--- config.mk ---
export PLATFORM = sky130hd
export DESIGN_NAME = lsu_mem_ctrl
export DESIGN_NICKNAME = d
export VERILOG_FILES = /design/src/rtl/lsu_mem_ctrl.sv
export SDC_FILE = /design/constraint.sdc
export NUM_CORES = 1
export LEC_CHECK = 0
export ABC_CLOCK_PERIOD_IN_PS = 4100
export CAP_MARGIN = 30
export CORE_ASPECT_RATIO = 1.5
export CORE_MARGIN = 2
export CORE_UTILIZATION = 54
export DETAILED_ROUTE_END_ITERATION = 16
export HOLD_SLACK_MARGIN = 0.08
export PLACE_DENSITY_LB_ADDON = 0.05
export SYNTH_ARGS = -nofsm -noshare
export SYNTH_HDL_FRONTEND = slang
export SYNTH_SLANG_ARGS = --single-unit
--- constraint.sdc ---
create_clock -name clk -period 4.1 [get_ports clk]
set_input_delay 0.82 -clock clk [delete_from_list [all_inputs] [get_ports clk]]
set_output_delay 0.82 -clock clk [all_outputs]
set_load 0.05 [all_outputs]
--- src/rtl/lsu_mem_ctrl.sv ---
// lsu_mem_ctrl: load/store sequencer between the MEM stage and a word-addressed,
// byte-masked data memory. One request in flight at a time; accesses that cross
// a word boundary take two memory cycles; faults complete without touching memory.
// All outputs are registered: the next-cycle value of every output is computed
// in the combinational block and loaded together with the state.
module lsu_mem_ctrl #(
   parameter int ADDR_WIDTH = 15,
   parameter int DATA_WIDTH = 32
) (
   input  logic                  clk,
   input  logic                  rst_n,
   input  logic                  req_valid,
   output logic                  req_ready,
   input  logic                  req_we,
   input  logic [1:0]            req_size,
   input  logic                  req_unsigned,
   input  logic [31:0]           req_addr,
   input  logic [DATA_WIDTH-1:0] req_wdata,
   output logic                  resp_valid,
   output logic                  resp_err,
   output logic [DATA_WIDTH-1:0] resp_rdata,
   output logic [ADDR_WIDTH-1:0] mem_addr,
   output logic [DATA_WIDTH-1:0] mem_wdata,
   output logic [3:0]            mem_wmask,
   output logic                  mem_we,
   input  logic [DATA_WIDTH-1:0] mem_rdata
);

   typedef enum logic [1:0] {IDLE, ACC0, ACC1, DONE} state_t;

   state_t                state_q, state_d;
   logic                  we_q, we_d;
   logic                  uns_q, uns_d;
   logic [2:0]            n_q, n_d;
   logic [1:0]            off_q, off_d;
   logic                  span_q, span_d;
   logic [ADDR_WIDTH-1:0] w0_q, w0_d;
   logic [31:0]           wdata_q, wdata_d;
   logic [31:0]           lo_q, lo_d;

   logic                  req_ready_q, req_ready_d;
   logic                  resp_valid_q, resp_valid_d;
   logic                  resp_err_q, resp_err_d;
   logic [31:0]           resp_rdata_q, resp_rdata_d;
   logic [ADDR_WIDTH-1:0] mem_addr_q, mem_addr_d;
   logic [31:0]           mem_wdata_q, mem_wdata_d;
   logic [3:0]            mem_wmask_q, mem_wmask_d;
   logic                  mem_we_q, mem_we_d;

   logic [2:0]            req_n;
   logic                  req_span;
   logic [ADDR_WIDTH-1:0] req_w0;
   logic                  req_oob;
   logic                  req_fault;

   // Byte-enable pattern for an access of n bytes starting at lane 0.
   function automatic logic [3:0] base_mask(input logic [2:0] n);
      case (n)
         3'd1:    base_mask = 4'b0001;
         3'd2:    base_mask = 4'b0011;
         default: base_mask = 4'b1111;
      endcase
   endfunction

   // Pick the addressed bytes out of the {hi,lo} word pair and extend to 32 bits.
   function automatic logic [31:0] extend_load(input logic [63:0] pair, input logic [1:0] off,
                                               input logic [2:0] n, input logic uns);
      logic [31:0] raw;
      raw = 32'(pair >> (8 * off));
      case (n)
         3'd1:    extend_load = {{24{~uns & raw[7]}}, raw[7:0]};
         3'd2:    extend_load = {{16{~uns & raw[15]}}, raw[15:0]};
         default: extend_load = raw;
      endcase
   endfunction

   // Decode the incoming request: size in bytes, word-crossing and fault checks.
   always_comb begin
      case (req_size)
         2'd0:    req_n = 3'd1;
         2'd1:    req_n = 3'd2;
         default: req_n = 3'd4;
      endcase
      req_span  = ({2'b00, req_addr[1:0]} + {1'b0, req_n}) > 4'd4;
      req_w0    = req_addr[ADDR_WIDTH+1:2];
      req_oob   = (req_addr >> (ADDR_WIDTH + 2)) != 32'd0;
      req_fault = (req_size == 2'd3) || req_oob ||
                  (req_span && (req_w0 == {ADDR_WIDTH{1'b1}}));
   end

   // Next state, captured request and next-cycle output values.
   always_comb begin
      state_d      = state_q;
      we_d         = we_q;
      uns_d        = uns_q;
      n_d          = n_q;
      off_d        = off_q;
      span_d       = span_q;
      w0_d         = w0_q;
      wdata_d      = wdata_q;
      lo_d         = lo_q;
      req_ready_d  = 1'b0;
      resp_valid_d = 1'b0;
      resp_err_d   = 1'b0;
      resp_rdata_d = 32'd0;
      mem_addr_d   = mem_addr_q;
      mem_wdata_d  = mem_wdata_q;
      mem_wmask_d  = 4'b0000;
      mem_we_d     = 1'b0;
      case (state_q)
         IDLE: begin
            if (req_valid) begin
               we_d    = req_we;
               uns_d   = req_unsigned;
               n_d     = req_n;
               off_d   = req_addr[1:0];
               span_d  = req_span;
               w0_d    = req_w0;
               wdata_d = req_wdata;
               if (req_fault) begin
                  state_d      = DONE;
                  resp_valid_d = 1'b1;
                  resp_err_d   = 1'b1;
               end else begin
                  state_d    = ACC0;
                  mem_addr_d = req_w0;
                  if (req_we) begin
                     mem_we_d    = 1'b1;
                     mem_wmask_d = base_mask(req_n) << req_addr[1:0];
                     mem_wdata_d = req_wdata << (8 * req_addr[1:0]);
                  end
               end
            end else begin
               req_ready_d = 1'b1;
            end
         end
         ACC0: begin
            if (span_q) begin
               state_d    = ACC1;
               lo_d       = mem_rdata;
               mem_addr_d = w0_q + ADDR_WIDTH'(1);
               if (we_q) begin
                  mem_we_d    = 1'b1;
                  mem_wmask_d = base_mask(n_q) >> (3'd4 - {1'b0, off_q});
                  mem_wdata_d = wdata_q >> (8 * (3'd4 - {1'b0, off_q}));
               end
            end else begin
               state_d      = DONE;
               resp_valid_d = 1'b1;
               resp_rdata_d = we_q ? 32'd0 : extend_load({32'd0, mem_rdata}, off_q, n_q, uns_q);
            end
         end
         ACC1: begin
            state_d      = DONE;
            resp_valid_d = 1'b1;
            resp_rdata_d = we_q ? 32'd0 : extend_load({mem_rdata, lo_q}, off_q, n_q, uns_q);
         end
         default: begin
            state_d     = IDLE;
            req_ready_d = 1'b1;
         end
      endcase
   end

   // State and output registers; reset abandons any access in flight.
   always_ff @(posedge clk or negedge rst_n) begin
      if (!rst_n) begin
         state_q      <= IDLE;
         we_q         <= 1'b0;
         uns_q        <= 1'b0;
         n_q          <= 3'd0;
         off_q        <= 2'd0;
         span_q       <= 1'b0;
         w0_q         <= '0;
         wdata_q      <= 32'd0;
         lo_q         <= 32'd0;
         req_ready_q  <= 1'b1;
         resp_valid_q <= 1'b0;
         resp_err_q   <= 1'b0;
         resp_rdata_q <= 32'd0;
         mem_addr_q   <= '0;
         mem_wdata_q  <= 32'd0;
         mem_wmask_q  <= 4'b0000;
         mem_we_q     <= 1'b0;
      end else begin
         state_q      <= state_d;
         we_q         <= we_d;
         uns_q        <= uns_d;
         n_q          <= n_d;
         off_q        <= off_d;
         span_q       <= span_d;
         w0_q         <= w0_d;
         wdata_q      <= wdata_d;
         lo_q         <= lo_d;
         req_ready_q  <= req_ready_d;
         resp_valid_q <= resp_valid_d;
         resp_err_q   <= resp_err_d;
         resp_rdata_q <= resp_rdata_d;
         mem_addr_q   <= mem_addr_d;
         mem_wdata_q  <= mem_wdata_d;
         mem_wmask_q  <= mem_wmask_d;
         mem_we_q     <= mem_we_d;
      end
   end

   assign req_ready  = req_ready_q;
   assign resp_valid = resp_valid_q;
   assign resp_err   = resp_err_q;
   assign resp_rdata = resp_rdata_q;
   assign mem_addr   = mem_addr_q;
   assign mem_wdata  = mem_wdata_q;
   assign mem_wmask  = mem_wmask_q;
   assign mem_we     = mem_we_q;

endmodule

# Yosys cells after proc, flatten, opt, wreduce, memory -nomap -nowiden
# Index checks and enable logic that the tools add are counted.
# W data, S select, Z words.
op_classes:
  addsub: 4
  multipliers: 0
  div_mod_pow: 0
  magnitude_cmp: 1
  n_eq_ne: 14
  shifts: 6
  n_mux: 49
  bitwise: 5
  n_reduce_logical: 12
op_table:
  columns: ["cell", "n"]
  rows:
  - ["$mux W32", 8]
  - ["$pmux W32 S2", 4]
  - ["$shr A64 B5 Y32", 1]
  - ["$mux W4", 12]
  - ["$mux W15", 3]
  - ["$reduce_bool A32 Y1", 1]
  - ["$shl A32 B5 Y32", 1]
  - ["$shr A32 B32 Y32", 1]
  - ["$shr A32 B5 Y32", 1]
  - ["$pmux W15 S2", 1]
  - ["$pmux W4 S2", 3]
  - ["$add A15 B1 Y15 const B", 1]
  - ["$eq A15 B15 Y1 const B", 1]
  - ["$mux W1", 11]
  - ["$ne A2 B2 Y1 const B", 5]
  - ["$eq A3 B1 Y1 const B", 2]
  - ["$eq A3 B2 Y1 const B", 2]
  - ["$pmux W2 S3", 1]
  - ["$pmux W3 S2", 1]
  - ["$reduce_and A6 Y1", 1]
  - ["$add A2 B3 Y4", 1]
  - ["$and A1 B1 Y1", 4]
  - ["$eq A2 B1 Y1 const B", 2]
  - ["$eq A2 B2 Y1 const B", 2]
  - ["16 further kinds", 21]
totals:
  regBits: 176
  latch_bits: 0
  mem_bits_rw: 0
  romBits: 0
  input_bits: 103
  output_inout_bits: 87
  memories: 0

# Depth between registers and ports, before layout
# Gate-level depths: netlist of the first run.
depth:
  depth_word: 14
  mapped_depth: 12
  depth_no_buf: 9

# Worst setup path after synthesis of the first run
# Ideal clock, no wire load.
synth_path:
  path_kind: "input port to flip-flop"
  startpoint: "input req_size[0]"
  endpoint: "register mem_addr_q[10] (netlist: mem_addr[10])"
  setup_ps: 128
  arrival_ps: 3048
  t_required_ps: 3972
  path_slack_ps: 925
  path_stages: 10
  path_cell_list: "or2_2 inv_1 ha_1 fa_1 o21bai_1 a21boi_0 o21ai_1 a32oi_2 buf_4 mux2_1"
synth_between:
  elab_chain_cells: 8
  word_cells_on_any_way: 11
  classes_between: "add/sub: 1; order compare: 1; eq/ne: 3; mux: 1; reduce/logical: 5"
synth_rtl:
  columns: ["element", "line", "source"]
  rows:
  - ["from (decl)", "15", "input logic [1:0] req_size,"]
  - ["$eq A2 B1 Y1 / $logic_not A2 Y1 (equally long branches)", "79", "case (req_size)"]
  - ["$pmux W3 S2 (*)", "79", null]
  - ["net req_n[0]", "50", "logic [2:0] req_n;"]
  - ["$add A2 B3 Y4 (*)", "84", "req_span = ({2'b00, req_addr[1:0]} + {1'b0, req_n}) > 4'd4;"]
  - ["$gt A4 B3 Y1 (*)", "84", null]
  - ["$logic_and A1 B1 Y1 (*)", "88", "(req_span && (req_w0 == {ADDR_WIDTH{1'b1}}));"]
  - ["$logic_or A1 B1 Y1 (*)", "87", "req_fault = (req_size == 2'd3) || req_oob ||"]
  - ["$ne A2 B2 Y1 (no source line) (*)", null, null]
  - ["$reduce_and A4 Y1 (no source line) (*)", null, null]
  - ["to (signal assigned)", "199", "mem_addr_q <= mem_addr_d;"]
  - ["to (decl)", "45", "logic [ADDR_WIDTH-1:0] mem_addr_q, mem_addr_d;"]
# Mark *: on every way through the listed nets, which the timed path passes. The rest lies on a longest branch.
# A chain may end at the register's enable or synchronous reset.

# Final worst setup path of the first run
layout_path:
  startpoint: "input req_size[0]"
  endpoint: "register mem_addr_q[0] (netlist: mem_addr[0])"
# Same word-level chain as after synthesis.

==> results.ini, run 1 <==
[status]
outcome = completed

[drt]
drt.antenna.violating_nets = 0
drt-vias-per-instance = 6.33
drc = 0
first_iter_violations = 809
wl_per_cell_um = 21.1
drt-pass1-iter-count = 6
wl_mm = 31.3
num_vias = 9397

[critical_path]
cp_top_family = buffers and inverters
cp_data_required_time_ns = 4.42
cp_data_arrival_time_ns = 3.60
r2r_cells = 8
worstSetupEndpoint = mem_addr[0]
r2r_slack_ns = 1.07
crit_path_top_delay_cell = fa_1
path_max_fanout = 15
path_depth = 11
path_cells = clkdlybuf4s50_1 -> or2_2 -> inv_1 -> ha_1 -> fa_1 -> o21bai_1 -> a21boi_0 -> o21ai_2 -> a32oi_2 -> buf_4 -> mux2_2
r2r-end = mem_wdata[8]
critPathLaunch = req_size[0]
crit_type = input port to flop
cp-start-kind = input port
path_buf_inv = 3
critPathMaxStageDelay_ns = 0.52
critPathCaptureType = flop
reg2reg_from = state_q[1]

[cts]
cts_buffers = 17
clock_path_buffers = 2
clk-insertion-delay-late_ns = 0.44
root_buffer = clkbuf_16
htree_levels = 4
clk_pin_slew_ns = 0.07
hold_buffers = 0
cts_sinks = 176
cts_tree = built
post_cts_buffers = 0
cts_resized = 0

[sta]
rsz0062_at_grt = false
tightest_slew_ns = 0.996
setup_ws_ns = 0.819
relSlewSlack_pct = 33.3
setup_viol = 0
period_minus_slack_ns = 3.28
finalHoldViolations = 0
slew_viol_final = 0
fin_crit_sh_pct = 80.0
setup-tns-final_ns = 0
skew_ns = 0.0150
fmax_mhz = 305

[synthesis]
syn_avg_cell_area_um2 = 10.3
synth_mux_area_share_pct = 20.5
syn-instance-count = 1059
ys_types = 71
synth_xor_area_share_pct = 0.887
synth_nets = 1172
synthAdderAreaFrac_pct = 1.22
synth_area_um2 = 10900
synth_seq_cells = 176
ys.flop_type = dfrtp_1
synth_top_family_by_area = multiplexers
ys_warn_count = 0
ys_seq_area_share_pct = 40.6
yosys.area_share.simple_pct = 16.3
synth_compound_area_share_pct = 16.8
async_reset_ff_share_pct = 100
synth_edf_count = 0

[global_route]
grt_overflow_total = 0
antenna_found_initial = 1
grt_max_degree = 95
grt.total_usage_pct = 29.7
grt_pass1_wl_mm = 49.6
grt_pass1_vias = 9186

[worst_hold_path]
hold_path.class = input port to asynchronous set/reset pin

[pwr]
pwr-share-seq_pct = 28.6
peakVddDrop_mv = 0.573
switching_share_pct = 45.2
power_frac_comb_pct = 57.0
p_sw_mw = 4.95
leakagePower_nw = 5.43
p_clk_share_pct = 14.4
intPower_mw = 6.00
p_per_area_nw_per_um2 = 811

[finish]
area_delta_synth_final_pct = 24.4
stdcell_count = 1484
nNetsFinal = 1323
final_layout_size_suffix_gt1_share_pct = 16.7
n_fill_cell = 1594

[job]
drv_cap = 0

[placement]
port_buffers = 189
dp_slack_ns = 0.369
placed_cells = 1451
hpwl_mm = 21.8
place.gp.congestion = 0.911

[die]
rows = 63
io-pin-count = 190
die_area_um2 = 21300
die_w_um = 120
die_y_um = 178
start_util_pct = 54.9
core_area_um2 = 19800

==> cells by family (layout without fill, tap and decap cells) <==
logic type / after synthesis / after routing
AO/OA/AOI/OAI: 256 / 256
XOR/XNOR: 11 / 11
adder cells (fa/ha/maj): 10 / 10
buffers and inverters: 95 / 259
flip-flops: 176 / 176
multiplexers: 192 / 192
other: 0 / 1
AND/OR/NAND/NOR: 319 / 319
==> cells in the final DEF, fill, tap and decap left out, types with 7 or more instances in the layout <==
cell type | synthesis | final
a21oi_1 | 72 | 72
a222oi_1 | 7 | 7
dfrtp_1 | 175 | 173
nand2_1 | 38 | 37
clkdlybuf4s50_1 | 0 | 188
nor4b_1 | 7 | 7
o221ai_1 | 28 | 28
a211o_1 | 9 | 9
o22ai_1 | 10 | 10
mux2i_1 | 57 | 57
nand3_1 | 11 | 11
o21ai_0 | 30 | 30
o2bb2ai_1 | 12 | 12
mux2_1 | 9 | 9
a211oi_1 | 20 | 20
mux4_2 | 12 | 12
o211ai_1 | 9 | 9
mux2_2 | 114 | 114
nand4_1 | 9 | 9
inv_1 | 10 | 10
a2bb2oi_1 | 8 | 8
nor3_1 | 39 | 39
nor2_1 | 61 | 60
nand2b_1 | 64 | 64
a221o_1 | 7 | 7
ha_1 | 9 | 9
nor2b_1 | 21 | 21
nand3b_1 | 11 | 11
buf_4 | 2 | 25
clkbuf_16 | 0 | 17
a22oi_1 | 8 | 8
a311o_1 | 7 | 7
nor4_1 | 31 | 31
xor2_1 | 7 | 7
==> registers in the layout, indices dropped and copies added (netlist names) <==
register	flops
resp_valid	1
uns_q	1
off_q	2
state_q	2
mem_we	1
n_q	3
resp_err	1
mem_wdata	32
wdata_q	32
resp_rdata	32
mem_addr	15
we_q	1
w0_q	15
span_q	1
mem_wmask	4
lo_q	32
req_ready	1
==> how the worst min path moves through the flow <==
stage	endpoint	startpoint	slack [ns]	cells after the start
3_5_place_dp	mem_addr[9]	mem_addr[9]	0.48	1
6_report	lo_q[10]	rst_n	0.44	1
4_1_cts	lo_q[10]	rst_n	0.50	1
3_3_place_gp	mem_addr[10]	mem_addr[10]	0.48	1
2_1_floorplan	lo_q[2]	lo_q[2]	0.47	1
5_1_grt	mem_addr[9]	mem_addr[9]	0.50	1
==> power groups by stage <==
stage          clock, mW  sequential [mW]  combinational (mW)
2_1_floorplan          0             4.10                3.50
3_3_place_gp           0             3.12                6.10
3_5_place_dp           0             3.14                6.21
4_1_cts             1.60             3.12                6.24
5_1_grt             1.67             3.23                6.69
6_report            1.58             3.13                6.25
==> metrics by stage <==
step	power, mW	hold WS (ns)	cell area, um2	utilization [%]
floorplan	7.60	0.475	10900	-
global placement	9.22	0.476	12900	65.4
detailed placement	9.35	0.481	12900	65.4
CTS	11.0	0.496	13500	68.2
global route	11.6	0.504	13500	68.2
finish	11.0	0.439	13500	68.2
==> cell usage after synthesis, types with 15 or more instances <==
master | count | area (um2)
a211oi_1 | 20 | 150
a21oi_1 | 72 | 360
buf_2 | 15 | 75.1
clkbuf_1 | 55 | 206
dfrtp_1 | 175 | 4380
mux2_2 | 114 | 1280
mux2i_1 | 57 | 571
nand2_1 | 38 | 143
nand2b_1 | 64 | 400
nor2_1 | 61 | 229
nor2b_1 | 21 | 131
nor3_1 | 39 | 195
nor4_1 | 31 | 194
o21ai_0 | 30 | 150
o221ai_1 | 28 | 245
==> worst reg2reg max path: stages (launching register included) <==
cell      delay (ns)
dfrtp_1         0.40
inv_1           0.10
ha_1            0.15
buf_4           0.38
clkinv_1        0.45
o21ai_2         0.33
nand2_1         0.59
o221ai_1        0.42
nor3_1          0.07
==> layout make-up <==
| cell class | instances | area (um2) | area share (%) |
|---|---|---|---|
| Antenna cell | 1 | 2.50 | 0.0185 |
| Multi-Input combinational cell | 788 | 6060 | 44.9 |
| Tap cell | 260 | 325 | 2.41 |
| Timing Repair Buffer | 216 | 2110 | 15.6 |
| Inverter | 11 | 41.3 | 0.306 |
| Clock buffer | 21 | 450 | 3.34 |
| Sequential cell | 176 | 4410 | 32.7 |
| Clock inverter | 11 | 108 | 0.797 |
==> metal layers <==
metal	track usage (%)	wire length, um	vias to the layer above
met3	5.04	1790	75
met1	37.0	12400	4622
met4	13.8	1270	0
met2	50.3	15800	397
met5	0	0	-
li1	-	-	4303
(Power assumes the default switching activity.)
==> run 2: changes to the inputs <==
Settings changed: ABC_CLOCK_PERIOD_IN_PS 4100 to 2750, CORE_UTILIZATION 54 to 49.
Clock period 4.1 ns to 2.75 ns, I/O delays scaled along.
==> results.ini, run 2 (synthesis results as in run 1) <==
[critical_path]
critPathCaptureType = flop
path_max_fanout = 8  ; -7
cp-start-kind = input port
reg2reg_from = off_q[0]
crit_type = input port to flop
cp_data_arrival_time_ns = 2.89  ; -0.71 ns
cp_data_required_time_ns = 3.08  ; -1.34 ns
critPathLaunch = req_addr[0]

[sta]
tightest_slew_ns = 0.983  ; -0.0130 ns
setup_viol = 0  ; unchanged
rsz0062_at_grt = false
skew_ns = 0.00891  ; -0.00607 ns
setup-tns-final_ns = 0  ; unchanged
relSlewSlack_pct = 33.7  ; +0.40 points
fmax_mhz = 391
fin_crit_sh_pct = 92.9
finalHoldViolations = 0  ; unchanged
slew_viol_final = 0  ; unchanged
period_minus_slack_ns = 2.55

[drt]
wl_per_cell_um = 21.2  ; +0.23%
drt-pass1-iter-count = 6  ; unchanged
drt-vias-per-instance = 6.14  ; -3.0%
first_iter_violations = 603  ; -25%
wl_mm = 32.6  ; +4.0%
drt.antenna.violating_nets = 0  ; unchanged
drc = 0  ; unchanged
num_vias = 9456  ; +0.63%

[pwr]
p_per_area_nw_per_um2 = 1180  ; +46%
p_sw_mw = 7.45  ; +51%
switching_share_pct = 44.5  ; -0.68 points
leakagePower_nw = 5.74  ; +5.7%
power_frac_comb_pct = 57.5  ; +0.5 points
intPower_mw = 9.30  ; +55%
peakVddDrop_mv = 0.804  ; +40%
pwr-share-seq_pct = 27.8  ; -0.8 points
p_clk_share_pct = 14.8  ; +0.4 points

[die]
core_area_um2 = 21700  ; +9.8%
die_y_um = 186  ; +4.9%
rows = 66  ; +4.8%
die_area_um2 = 23400  ; +9.9%
start_util_pct = 50.0  ; -4.9 points
io-pin-count = 190  ; unchanged
die_w_um = 126  ; +4.8%

[worst_hold_path]
hold_path.class = flop to flop
hp-start = mem_addr[10]

[finish]
seqCellArea_um2 = 4410  ; unchanged
final_layout_size_suffix_gt1_share_pct = 21.5  ; +4.8 points
nNetsFinal = 1367  ; +3.3%
area_delta_synth_final_pct = 30.3
final_cell_mix = clkdlybuf4s50_1 (186), dfrtp_1 (173), mux2_2 (114)
n_fill_cell = 1760  ; +10%
postLayoutCellArea_um2 = 14100  ; +4.8%
multi_input_area_um2 = 6190  ; +2.2%
stdcell_count = 1540  ; +3.8%
final_common_cell = clkdlybuf4s50_1

[status]
outcome = completed

[placement]
hpwl_mm = 22.9  ; +5.0%
place.gp.congestion = 0.868  ; -4.8%
placed_cells = 1505  ; +3.7%
port_buffers = 189  ; unchanged
place_area_um2 = 13400  ; +3.5%

[global_route]
grt_pass1_wl_mm = 52.6  ; +6.0%
grt.total_usage_pct = 28.1  ; -1.6 points
grt_max_degree = 83  ; -13%
antenna_found_initial = 1  ; unchanged
grt_overflow_total = 0  ; unchanged
grt_pass1_vias = 9505  ; +3.5%

[cts]
cts_buffers = 17  ; unchanged
htree_levels = 4  ; unchanged
root_buffer = clkbuf_16
cts_tree = built
clk-insertion-delay-late_ns = 0.45  ; about the same
cts_sinks = 176  ; unchanged
clk_pin_slew_ns = 0.07  ; about the same
clock_path_buffers = 2  ; unchanged

[job]
drv_cap = 0  ; unchanged

run 2: cell types whose count changed in the layout (fill, tap and decap cells not counted), sizes merged:
cell,change
dlygate4sd3,+1
clkbuf,-2
clkdlybuf4s50,-2
inv,-2
bufinv,+1
clkinvlp,-1
clkinv,+4
buf,+43
dlymetal6s2s,+2
run 2: cell type report:
type	count	share of cell area [%]
Antenna cell	1	0.0177
Clock buffer	19	3.20
Sequential cell	176	31.2
Inverter	11	0.292
Clock inverter	13	0.973
Timing Repair Buffer	260	18.1
Multi-Input combinational cell	788	43.8
Tap cell	272	2.41
run 2: per-stage QoR:
stage | setup slack [ns] | util [%] | hold WS, ns | power (mW)
2_1_floorplan | 0.00161 | - | 0.254 | 11.4
3_3_place_gp | -0.423 | 61.7 | 0.477 | 14.1
3_5_place_dp | -0.502 | 61.7 | 0.481 | 14.3
4_1_cts | 0.0150 | 64.6 | 0.495 | 16.8
5_1_grt | 0.0577 | 65.1 | 0.515 | 17.8
6_report | 0.196 | 65.1 | 0.487 | 16.7
run 2: metal layers:
metal | global-route usage [%] | share of wire [%] | vias to the layer above
li1 | - | - | 4397
met1 | 35.0 | 39 | 4659
met2 | 48.2 | 51 | 335
met3 | 4.82 | 5.9 | 65
met4 | 11.5 | 3.2 | 0
met5 | 0 | 0 | -
run 2: what timing repair did:
action,4_1_cts,5_1_grt
hold endpoints to repair,41,0
endpoints found under the setup margin,3,47
pin swaps,0,4
setup buffers,0,1
hold buffers,1,0
gates resized for setup,4,21
gates cloned,0,0
run 2: worst max-delay path: stages:
cell	delay (ns)
clkdlybuf4s50_1	0.44
ha_2	0.21
fa_1	0.51
nor2_1	0.06
nor3b_2	0.25
o21ai_2	0.11
a32oi_2	0.24
buf_6	0.18
mux2_1	0.33
run 2: final timing paths:
path	to	slack (ns)	cells past startpoint
worst max-delay path	mem_addr[6]	0.20	9
worst min-delay path	mem_addr[10]	0.49	1
worst max register to register	mem_wdata[31]	0.22	8
worst min register to register	mem_addr[10]	0.49	1
max in group asynchronous	wdata_q[12]	1.36	3
min in group asynchronous	resp_rdata[29]	0.60	2
run 2: power groups by stage:
stage | combinational, mW | clock, mW | sequential [mW]
3_5_place_dp | 9.59 | 0 | 4.67
3_3_place_gp | 9.45 | 0 | 4.64
5_1_grt | 10.3 | 2.63 | 4.81
4_1_cts | 9.62 | 2.51 | 4.64
6_report | 9.63 | 2.47 | 4.65
2_1_floorplan | 5.25 | 0 | 6.11
